**config.mk**
```make
export PLATFORM = sky130hd
export DESIGN_NAME = fma16_issue
export DESIGN_NICKNAME = d
export VERILOG_FILES = /design/src/rtl/fma16_issue.sv
export SDC_FILE = /design/constraint.sdc
export NUM_CORES = 1
export LEC_CHECK = 0
export CORE_MARGIN = 2
export CORE_UTILIZATION = 50
export CTS_CLUSTER_SIZE = 12
export DETAILED_ROUTE_END_ITERATION = 12
export GPL_ROUTABILITY_DRIVEN = 0
export PLACE_DENSITY_LB_ADDON = 0.3
export SLEW_MARGIN = 30
export SYNTH_ARGS = -nofsm -noshare
export SYNTH_HDL_FRONTEND = slang
export SYNTH_SLANG_ARGS = --single-unit
```
**constraint.sdc**
```tcl
create_clock -name clk -period 3.2 [get_ports clk]
set_input_delay 0.96 -clock clk [delete_from_list [all_inputs] [get_ports clk]]
set_output_delay 0.96 -clock clk [all_outputs]
set_load 0.005 [all_outputs]
```
**src/rtl/fma16_issue.sv**
```systemverilog
// ---------------------------------------------------------------------------
// fma16_issue
//
// Operand-issue and result-retire stage placed directly in front of the
// combinational fma16 datapath. Operations arrive over a valid/ready
// handshake and wait in a small FIFO. The head entry is decoded
// combinationally into the x/y/z/mul/add/negp/negz/roundmode controls that
// fma16 consumes. The fma16 result and flags are then captured into an
// output register, and sticky exception flags are accumulated.
//
// Ports:
//   clk, reset          clock and synchronous active-high reset
//   in_valid/in_ready   upstream handshake (in_ready == !full)
//   in_op, in_x, in_y,  opcode, raw half-precision operands and rounding
//   in_z, in_rm         mode of the incoming operation
//   fma_x/y/z, fma_mul, operands and controls driven to fma16 from the
//   fma_add, fma_negp,  FIFO head (all zero while the FIFO is empty)
//   fma_negz, fma_rm
//   fma_result,         combinational result and flags returned by fma16,
//   fma_flags           flags ordered {invalid, overflow, underflow, inexact}
//   out_valid/out_ready downstream handshake for the output register
//   out_result,         registered result and its flags
//   out_flags
//   fflags, fflags_clr  sticky OR of retired flags and its clear
// ---------------------------------------------------------------------------
module fma16_issue #(
   parameter int DEPTH = 4,
   parameter int FLEN  = 16
) (
   input  logic            clk,
   input  logic            reset,
   input  logic            in_valid,
   output logic            in_ready,
   input  logic [2:0]      in_op,
   input  logic [FLEN-1:0] in_x,
   input  logic [FLEN-1:0] in_y,
   input  logic [FLEN-1:0] in_z,
   input  logic [1:0]      in_rm,
   output logic [FLEN-1:0] fma_x,
   output logic [FLEN-1:0] fma_y,
   output logic [FLEN-1:0] fma_z,
   output logic            fma_mul,
   output logic            fma_add,
   output logic            fma_negp,
   output logic            fma_negz,
   output logic [1:0]      fma_rm,
   input  logic [FLEN-1:0] fma_result,
   input  logic [3:0]      fma_flags,
   output logic            out_valid,
   input  logic            out_ready,
   output logic [FLEN-1:0] out_result,
   output logic [3:0]      out_flags,
   output logic [3:0]      fflags,
   input  logic            fflags_clr
);

   localparam int              PW         = (DEPTH > 1) ? $clog2(DEPTH) : 1;
   localparam logic [PW:0]     FULL_COUNT = (PW+1)'(DEPTH);
   localparam logic [FLEN-1:0] ONE_VAL    = FLEN'(16'h3C00);
   localparam logic [FLEN-1:0] QNAN_VAL   = FLEN'(16'h7E00);
   localparam logic [3:0]      NV_FLAG    = 4'b1000;

   typedef enum logic [2:0] {
      OP_FMUL   = 3'b000,
      OP_FADD   = 3'b001,
      OP_FSUB   = 3'b010,
      OP_FMADD  = 3'b011,
      OP_FMSUB  = 3'b100,
      OP_FNMADD = 3'b101,
      OP_FNMSUB = 3'b110,
      OP_RSVD   = 3'b111
   } op_e;

   typedef struct packed {
      op_e             op;
      logic [FLEN-1:0] x;
      logic [FLEN-1:0] y;
      logic [FLEN-1:0] z;
      logic [1:0]      rm;
   } entry_t;

   entry_t          fifoMem [DEPTH];
   entry_t          head;
   logic [PW-1:0]   wrPtr_q, wrPtr_d;
   logic [PW-1:0]   rdPtr_q, rdPtr_d;
   logic [PW:0]     count_q, count_d;
   logic            outValid_q, outValid_d;
   logic [FLEN-1:0] outResult_q, outResult_d;
   logic [3:0]      outFlags_q, outFlags_d;
   logic [3:0]      fflags_q, fflags_d;
   logic            full, headValid, push, retire;
   logic [FLEN-1:0] newResult;
   logic [3:0]      newFlags;

   assign full       = (count_q == FULL_COUNT);
   assign headValid  = (count_q != '0);
   assign in_ready   = ~full;
   assign head       = fifoMem[rdPtr_q];
   assign push       = in_valid & ~full;
   assign retire     = headValid & (~outValid_q | out_ready);

   assign out_valid  = outValid_q;
   assign out_result = outResult_q;
   assign out_flags  = outFlags_q;
   assign fflags     = fflags_q;

   // Decode the FIFO head into fma16 controls. Add-only ops feed y through
   // the addend port and multiply x by 1.0; the reserved opcode is pushed
   // through as an FMADD and its result is replaced at retire time.
   always_comb begin
      fma_x    = '0;
      fma_y    = '0;
      fma_z    = '0;
      fma_mul  = 1'b0;
      fma_add  = 1'b0;
      fma_negp = 1'b0;
      fma_negz = 1'b0;
      fma_rm   = 2'b00;
      if (headValid) begin
         fma_x  = head.x;
         fma_rm = head.rm;
         case (head.op)
            OP_FMUL: begin
               fma_y   = head.y;
               fma_mul = 1'b1;
            end
            OP_FADD, OP_FSUB: begin
               fma_y    = ONE_VAL;
               fma_z    = head.y;
               fma_add  = 1'b1;
               fma_negz = (head.op == OP_FSUB);
            end
            default: begin
               fma_y    = head.y;
               fma_z    = head.z;
               fma_mul  = 1'b1;
               fma_add  = 1'b1;
               fma_negp = (head.op == OP_FNMADD) || (head.op == OP_FNMSUB);
               fma_negz = (head.op == OP_FMSUB) || (head.op == OP_FNMADD);
            end
         endcase
      end
   end

   // Next-state logic for the FIFO bookkeeping, the output register and the
   // sticky flags. A clear coinciding with a retire keeps only the new flags
   // so that the retiring operation is never lost.
   always_comb begin
      newResult   = (head.op == OP_RSVD) ? QNAN_VAL : fma_result;
      newFlags    = (head.op == OP_RSVD) ? NV_FLAG : fma_flags;
      wrPtr_d     = push ? wrPtr_q + 1'b1 : wrPtr_q;
      rdPtr_d     = retire ? rdPtr_q + 1'b1 : rdPtr_q;
      count_d     = count_q;
      case ({push, retire})
         2'b10:   count_d = count_q + 1'b1;
         2'b01:   count_d = count_q - 1'b1;
         default: count_d = count_q;
      endcase
      outValid_d  = outValid_q;
      outResult_d = outResult_q;
      outFlags_d  = outFlags_q;
      if (retire) begin
         outValid_d  = 1'b1;
         outResult_d = newResult;
         outFlags_d  = newFlags;
      end else if (out_ready) begin
         outValid_d  = 1'b0;
      end
      case ({fflags_clr, retire})
         2'b10:   fflags_d = 4'b0000;
         2'b01:   fflags_d = fflags_q | newFlags;
         2'b11:   fflags_d = newFlags;
         default: fflags_d = fflags_q;
      endcase
   end

   // State registers; reset wins over every other update in the same cycle
   // and discards anything queued or held in the output register.
   always_ff @(posedge clk) begin
      if (reset) begin
         wrPtr_q     <= '0;
         rdPtr_q     <= '0;
         count_q     <= '0;
         outValid_q  <= 1'b0;
         outResult_q <= '0;
         outFlags_q  <= '0;
         fflags_q    <= '0;
      end else begin
         wrPtr_q     <= wrPtr_d;
         rdPtr_q     <= rdPtr_d;
         count_q     <= count_d;
         outValid_q  <= outValid_d;
         outResult_q <= outResult_d;
         outFlags_q  <= outFlags_d;
         fflags_q    <= fflags_d;
      end
   end

   // FIFO storage needs no reset; an entry is only read once the count says
   // it has been written.
   always_ff @(posedge clk) begin
      if (!reset && push) begin
         fifoMem[wrPtr_q] <= '{op: op_e'(in_op), x: in_x, y: in_y, z: in_z, rm: in_rm};
      end
   end

endmodule

```
==> results.json, run 1 <==
{
  "relSlewSlack_pct": 45.54,
  "finalHoldViolations": 0,
  "grt_max_degree": 40,
  "clock-root-buffer": "clkbuf_16",
  "r2r-end": "count_q[2]",
  "synthMuxAreaShare_pct": 12.85,
  "pre_cts_ws_ns": -0.06598,
  "drv_cap": 0,
  "worst_pin_slew_ns": 0.8138,
  "p_per_area_nw_per_um2": 880.8,
  "diodes": 0,
  "stdcell_area_um2": 12660,
  "synth_area_leaders": "edfxtp_1 (68%), mux4_2 (13%), dfxtp_1 (7.3%)",
  "yosysWarnings": 0,
  "critPathArrivalTime_ns": 2.56,
  "violations": "setup timing",
  "setup.worst_path.end_class": "primary output",
  "fin_util_pct": 68.39,
  "postSynthAreaPerCell_um2": 19.69,
  "worstSetupPathType": "flop to primary output",
  "fillers": 1156,
  "drive_gt1_share_pct": 31.05,
  "fmax_mhz": 283.8,
  "clkTransAtPathRegs_ns": 0.06,
  "grt_pass1_vias": 5552,
  "via_per_inst": 5.648,
  "grt_antenna_before_repair": 0,
  "clkSinkCount": 246,
  "ir_drop_v": 0.0006208,
  "final_cells": 949,
  "die_h_um": 140.9,
  "initial_core_util_pct": 50.60,
  "nets": 781,
  "firstDrtPassIters": 5,
  "period_needed_ns": 3.524,
  "postPlaceCellArea_um2": 11390,
  "std_cell_rows": 50,
  "drc": 0,
  "die_w_um": 140.9,
  "r2r_start": "count_q[2]",
  "postRouteAntennaNets": 0,
  "grt-ovfl-total": 0,
  "num_io_pins": 158,
  "start_kind": "flop",
  "dieArea_um2": 19850,
  "min_from": "out_result[5]",
  "synth_cell_type_count": 31,
  "synth_top_area_cell": "edfxtp_1",
  "fin_skew_ns": 0.01814,
  "post-route-period-util_pct": 110.1,
  "grt_first_pass_wirelength_um": 32230,
  "multi_input_area_um2": 2333,
  "r2r_slack_ns": 0.78,
  "cts_buffers": 26,
  "synth.net_count": 560,
  "clk_latency_ns": 0.53,
  "clock_path_buffers": 3,
  "outcome": "complete, but fails checks",
  "routedWlPerCell_um": 22.77,
  "synth-simple-area-share_pct": 5.208,
  "synth_top_family_by_area": "multiplexers",
  "track_usage_pct": 21.46,
  "dp_hpwl_um": 12530,
  "worstRegToRegCells": 8,
  "register_area_um2": 7052,
  "synthAdderAreaFrac_pct": 0.8813,
  "cp.required_ns": 2.24,
  "setup_ws_ns": -0.3240,
  "hold_path_end": "out_result[5]",
  "syn_inst": 476,
  "cts_tree": "built",
  "synthToLayoutAreaGrowth_pct": 35.14,
  "setup_violations": 35,
  "cts_hold_buf": 0,
  "netlist_area_um2": 9370,
  "cp_max_fo": 5,
  "min_path_cells": 1,
  "drt_iter0_drc": 306,
  "total_power_w": 0.01115,
  "rsz0062_at_grt": "yes",
  "post-place-cells": 867,
  "vias": 5360,
  "final_max_slew_viol_count": 0,
  "io_buffers": 157,
  "coreArea_um2": 18520,
  "synth-compound-area-share_pct": 3.752,
  "wl_um": 21610,
  "power.leakage_nw": 4.592,
  "ctsHtreeMaxLevel": 1,
  "synthXorXnorAreaFrac_pct": 0.5608,
  "synth-seq-cells": 246,
  "min_path_type": "flop to flop",
  "synth.top_cell.area_share_pct": 67.94,
  "ys_seq_area_share_pct": 75.20
}
## worst max-delay path by stage
stage,start,to,depth (start not counted)
after CTS,flop,fma_z[6],9
final,flop,fma_z[4],8
after global placement,flop,fma_z[0],6
after global routing,flop,fma_z[4],8
after detailed placement,flop,fma_y[7],5
after floorplan,in_valid,fifoMem[0][0],3
## through the flow
stage,hold slack [ns],TNS (ns)
2_1_floorplan,0.4527,0
3_3_place_gp,0.4490,0
3_5_place_dp,0.4643,-0.5877
4_1_cts,0.4815,-11.32
5_1_grt,0.5004,-10.06
6_report,0.4762,-7.396
## cell type report
class / instances / share of cell area [%]
inverters: 6 / 0.1778
well taps: 234 / 2.312
repair buffers: 217 / 17.50
flip-flops and latches: 246 / 55.69
clock inverters: 7 / 0.3755
clock buffers: 39 / 5.523
multi-input cells: 200 / 18.43
## critical path, cell delays in order (launching register included)
cell and delay [ns]:
dfxtp_4 0.37, mux4_2 0.59, xnor2_4 0.19, nor3_4 0.25, buf_6 0.14, buf_6 0.11, buf_12 0.12, a22o_1 0.14
buf_2 0.13
## report_power, final
group / switching, W / internal [W] / total (W)
clock network: 0.00115 / 0.00151 / 0.00265
logic: 0.00201 / 0.00257 / 0.00457
registers: 0.000132 / 0.00380 / 0.00393
total: 0.00328 / 0.00787 / 0.0112
## timing repair
item / in CTS / in global routing
gates resized for setup: 178 / 67
cloned: 7 / 0
buffers inserted: 17 / 20
setup endpoints to repair: 54 / 53
pin swaps: 26 / 17
hold endpoints to repair: 0 / 0
## synthesized netlist by cell type
master and count:
a21oi_1 7, or3b_2 1, a22o_1 29, or3_1 2, mux2i_1 1, nand2b_1 2, buf_2 5, inv_2 1
and3_1 12, or2_2 1, and2_1 23, ha_1 5, nand3_1 2, nor3b_1 3, nor3_1 15, xor2_1 3
o21ai_0 2, dfxtp_1 34, edfxtp_1 212, nand2_1 5, nor3_4 1, buf_6 3, inv_1 5, and3_4 1
xnor2_1 3, clkbuf_1 16, fa_1 1, buf_1 1, mux4_2 53, a21o_1 7, nor2_1 20
## cell families after synthesis
family | after synthesis
flops | 246
simple gates | 88
mux | 54
compound gates | 45
buf+inv | 31
xor+xnor | 6
fa+ha+maj | 6
## placed cells by master (no fill, tap or decap), drive strengths merged, types with 2 or more instances in the layout
master         instances
mux4                  53
nor2                  20
xor2                   3
nor3                  16
nand2                  5
o21ai                  2
nor3b                  3
or3                    2
nand3                  2
edfxtp               212
dlymetal6s2s          13
and3                  13
nand2b                 2
clkinv                 7
a21o                   7
a22o                  29
clkdlybuf4s50        103
inv                    6
or2                    2
clkbuf                46
ha                     5
and2                  23
a21oi                  7
buf                   93
xnor2                  3
dfxtp                 34
## per-layer routing
metal  global-route usage, %  part of all wire [%]
met3                   4.755                   7.0
met1                   28.33                    40
met5                       0                     0
met4                   6.368                   3.2
met2                   36.25                    49
## state kept, by name, summed over array words and instances, names as in the netlist, named ones only
signal / cells
count_q: 3
fflags: 4
fifoMem: 212
out_flags: 4
out_result: 16
out_valid: 1
rdPtr_q: 2
wrPtr_q: 2
No activity file was read; power rests on OpenSTA's default activity.
==> run 2: changes to the inputs <==
TNS_END_PERCENT = 50   (was unset)
==> run 2 against run 1 <==
  * The run still ends with setup timing left
  * Critical path depth grew 1
  * Core utilization shrank 1.5 points
  * Clock skew shrank 0.0021 ns
  * Combinational power shrank 7.9%
  * Largest cell class unchanged
  * Highest routed layer unchanged
==> results.json, run 2 (same netlist as run 1, synthesis figures left out) <==
{
  "stdcell_area_um2": 12390,
  "grt-ovfl-total": 0,
  "hold_slack_ns": 0.4767,
  "cts_buffers": 26,
  "start_kind": "flop",
  "critPathArrivalTime_ns": 2.53,
  "regMostFlops": "fifoMem",
  "wl_um": 20640,
  "rsz0062_at_grt": "yes",
  "synthToLayoutAreaGrowth_pct": 32.19,
  "std_cell_rows": 50,
  "postRouteAntennaNets": 0,
  "worst_pin_slew_ns": 0.8118,
  "grt_max_degree": 40,
  "relSlewSlack_pct": 45.68,
  "postPlaceCellArea_um2": 11390,
  "clock-root-buffer": "clkbuf_16",
  "drive_gt1_share_pct": 31.67,
  "drv_cap": 0,
  "num_io_pins": 158,
  "drc": 0,
  "min_path_type": "flop to flop",
  "setup_violations": 41,
  "vias": 5217,
  "p_per_area_nw_per_um2": 870.2,
  "clock_path_buffers": 3,
  "period_needed_ns": 3.489,
  "dp_hpwl_um": 12530,
  "ir_drop_v": 0.0005741,
  "drt-met1-wl_um": 8577,
  "io_buffers": 157,
  "top_layer": "met4",
  "track_usage_pct": 21.02,
  "grt_pass1_vias": 5465,
  "power.leakage_nw": 4.333,
  "grt_antenna_before_repair": 0,
  "wl_met2_um": 10270,
  "drt_iter0_drc": 303,
  "final_common_cell": "edfxtp_1",
  "clkTransAtPathRegs_ns": 0.06,
  "diodes": 0,
  "cts_tree": "built",
  "outcome": "complete, but fails checks",
  "post-route-period-util_pct": 109.0,
  "cp_max_fo": 5,
  "coreArea_um2": 18520,
  "r2r_start": "count_q[2]",
  "fmax_mhz": 286.7,
  "via_per_inst": 5.580,
  "routedWlPerCell_um": 22.07,
  "largest_register_ffs": 212,
  "initial_core_util_pct": 50.60,
  "die_w_um": 140.9,
  "violations": "setup timing",
  "clk_latency_ns": 0.53,
  "min_from": "out_result[5]",
  "firstDrtPassIters": 5,
  "post-place-cells": 867,
  "worstSetupPathType": "flop to primary output",
  "nets": 767,
  "setup.worst_path.end_class": "primary output",
  "setup_ws_ns": -0.2886,
  "clkSinkCount": 246,
  "cp.required_ns": 2.24,
  "grt_first_pass_wirelength_um": 31630,
  "dieArea_um2": 19850,
  "wl_met3_um": 1361,
  "fin_skew_ns": 0.01607,
  "final_max_slew_viol_count": 0,
  "mostFrequentLayoutCells": "edfxtp_1 (212), clkdlybuf4s50_1 (103), mux4_2 (53)",
  "final_cells": 935,
  "fin_setup_tns_ns": -6.112,
  "die_h_um": 140.9,
  "finalHoldViolations": 0,
  "ctsHtreeMaxLevel": 1
}
## run 2: changes by cell type in the layout (fill, tap and decap cells not counted), sizes merged
cell and change:
dlygate4sd2 +7, dlymetal6s2s -13, clkbuf +9, bufbuf -1, buf -16
## run 2: timing repair
item,in CTS,in global routing
endpoints found under the setup margin,54,54
hold buffers,0,0
cloned,5,0
buffers inserted,17,4
pin swaps,25,14
resized for setup,207,41
## run 2: layout make-up
cell class | instances | area [um^2]
Multi-Input combinational cell | 200 | 2349
Tap cell | 234 | 292.8
Sequential cell | 246 | 7052
Fill cell | 1209 | 6131
Clock inverter | 7 | 47.55
Timing Repair Buffer | 203 | 1924
Clock buffer | 39 | 699.4
Inverter | 6 | 22.52
## run 2: per-layer routing
| metal | global-route usage, % | up-vias |
|---|---|---|
| li1 | - | 2344 |
| met4 | 5.105 | 0 |
| met5 | 0 | - |
| met3 | 4.110 | 37 |
| met1 | 28.34 | 2636 |
| met2 | 35.84 | 200 |
## run 2: per-stage QoR
step / util [%] / power (W) / setup WS, ns
after detailed placement: 61.51 / 0.007756 / -0.06598
final: 66.89 / 0.01078 / -0.2886
after global placement: 61.51 / 0.007664 / 0.03264
after CTS: 67.33 / 0.01088 / -0.3307
after global routing: 66.89 / 0.01130 / -0.3666
after floorplan: - / 0.005875 / 0.2922
## run 2: report_power, final
group          total [W]  switching (W)  internal [W]
sequential       0.00392       0.000129       0.00379
clock            0.00265        0.00114       0.00151
combinational    0.00421        0.00190       0.00231
total             0.0108        0.00316       0.00761
## run 2: worst paths after layout
kind / cells past startpoint / to / slack (ns)
hold / removal: 1 / out_result[5] / 0.48
setup reg to reg: 8 / count_q[2] / 0.77
setup / recovery: 9 / fma_z[4] / -0.29
hold reg to reg: 1 / out_result[5] / 0.48
## run 2: worst max-delay path, stage by stage, from the launching register on
cell and delay (ns):
dfxtp_4 0.37, buf_6 0.11, mux4_2 0.51, buf_6 0.15, nor3_4 0.21, buf_6 0.13
buf_6 0.11, buf_12 0.12, a22o_1 0.16, buf_2 0.13
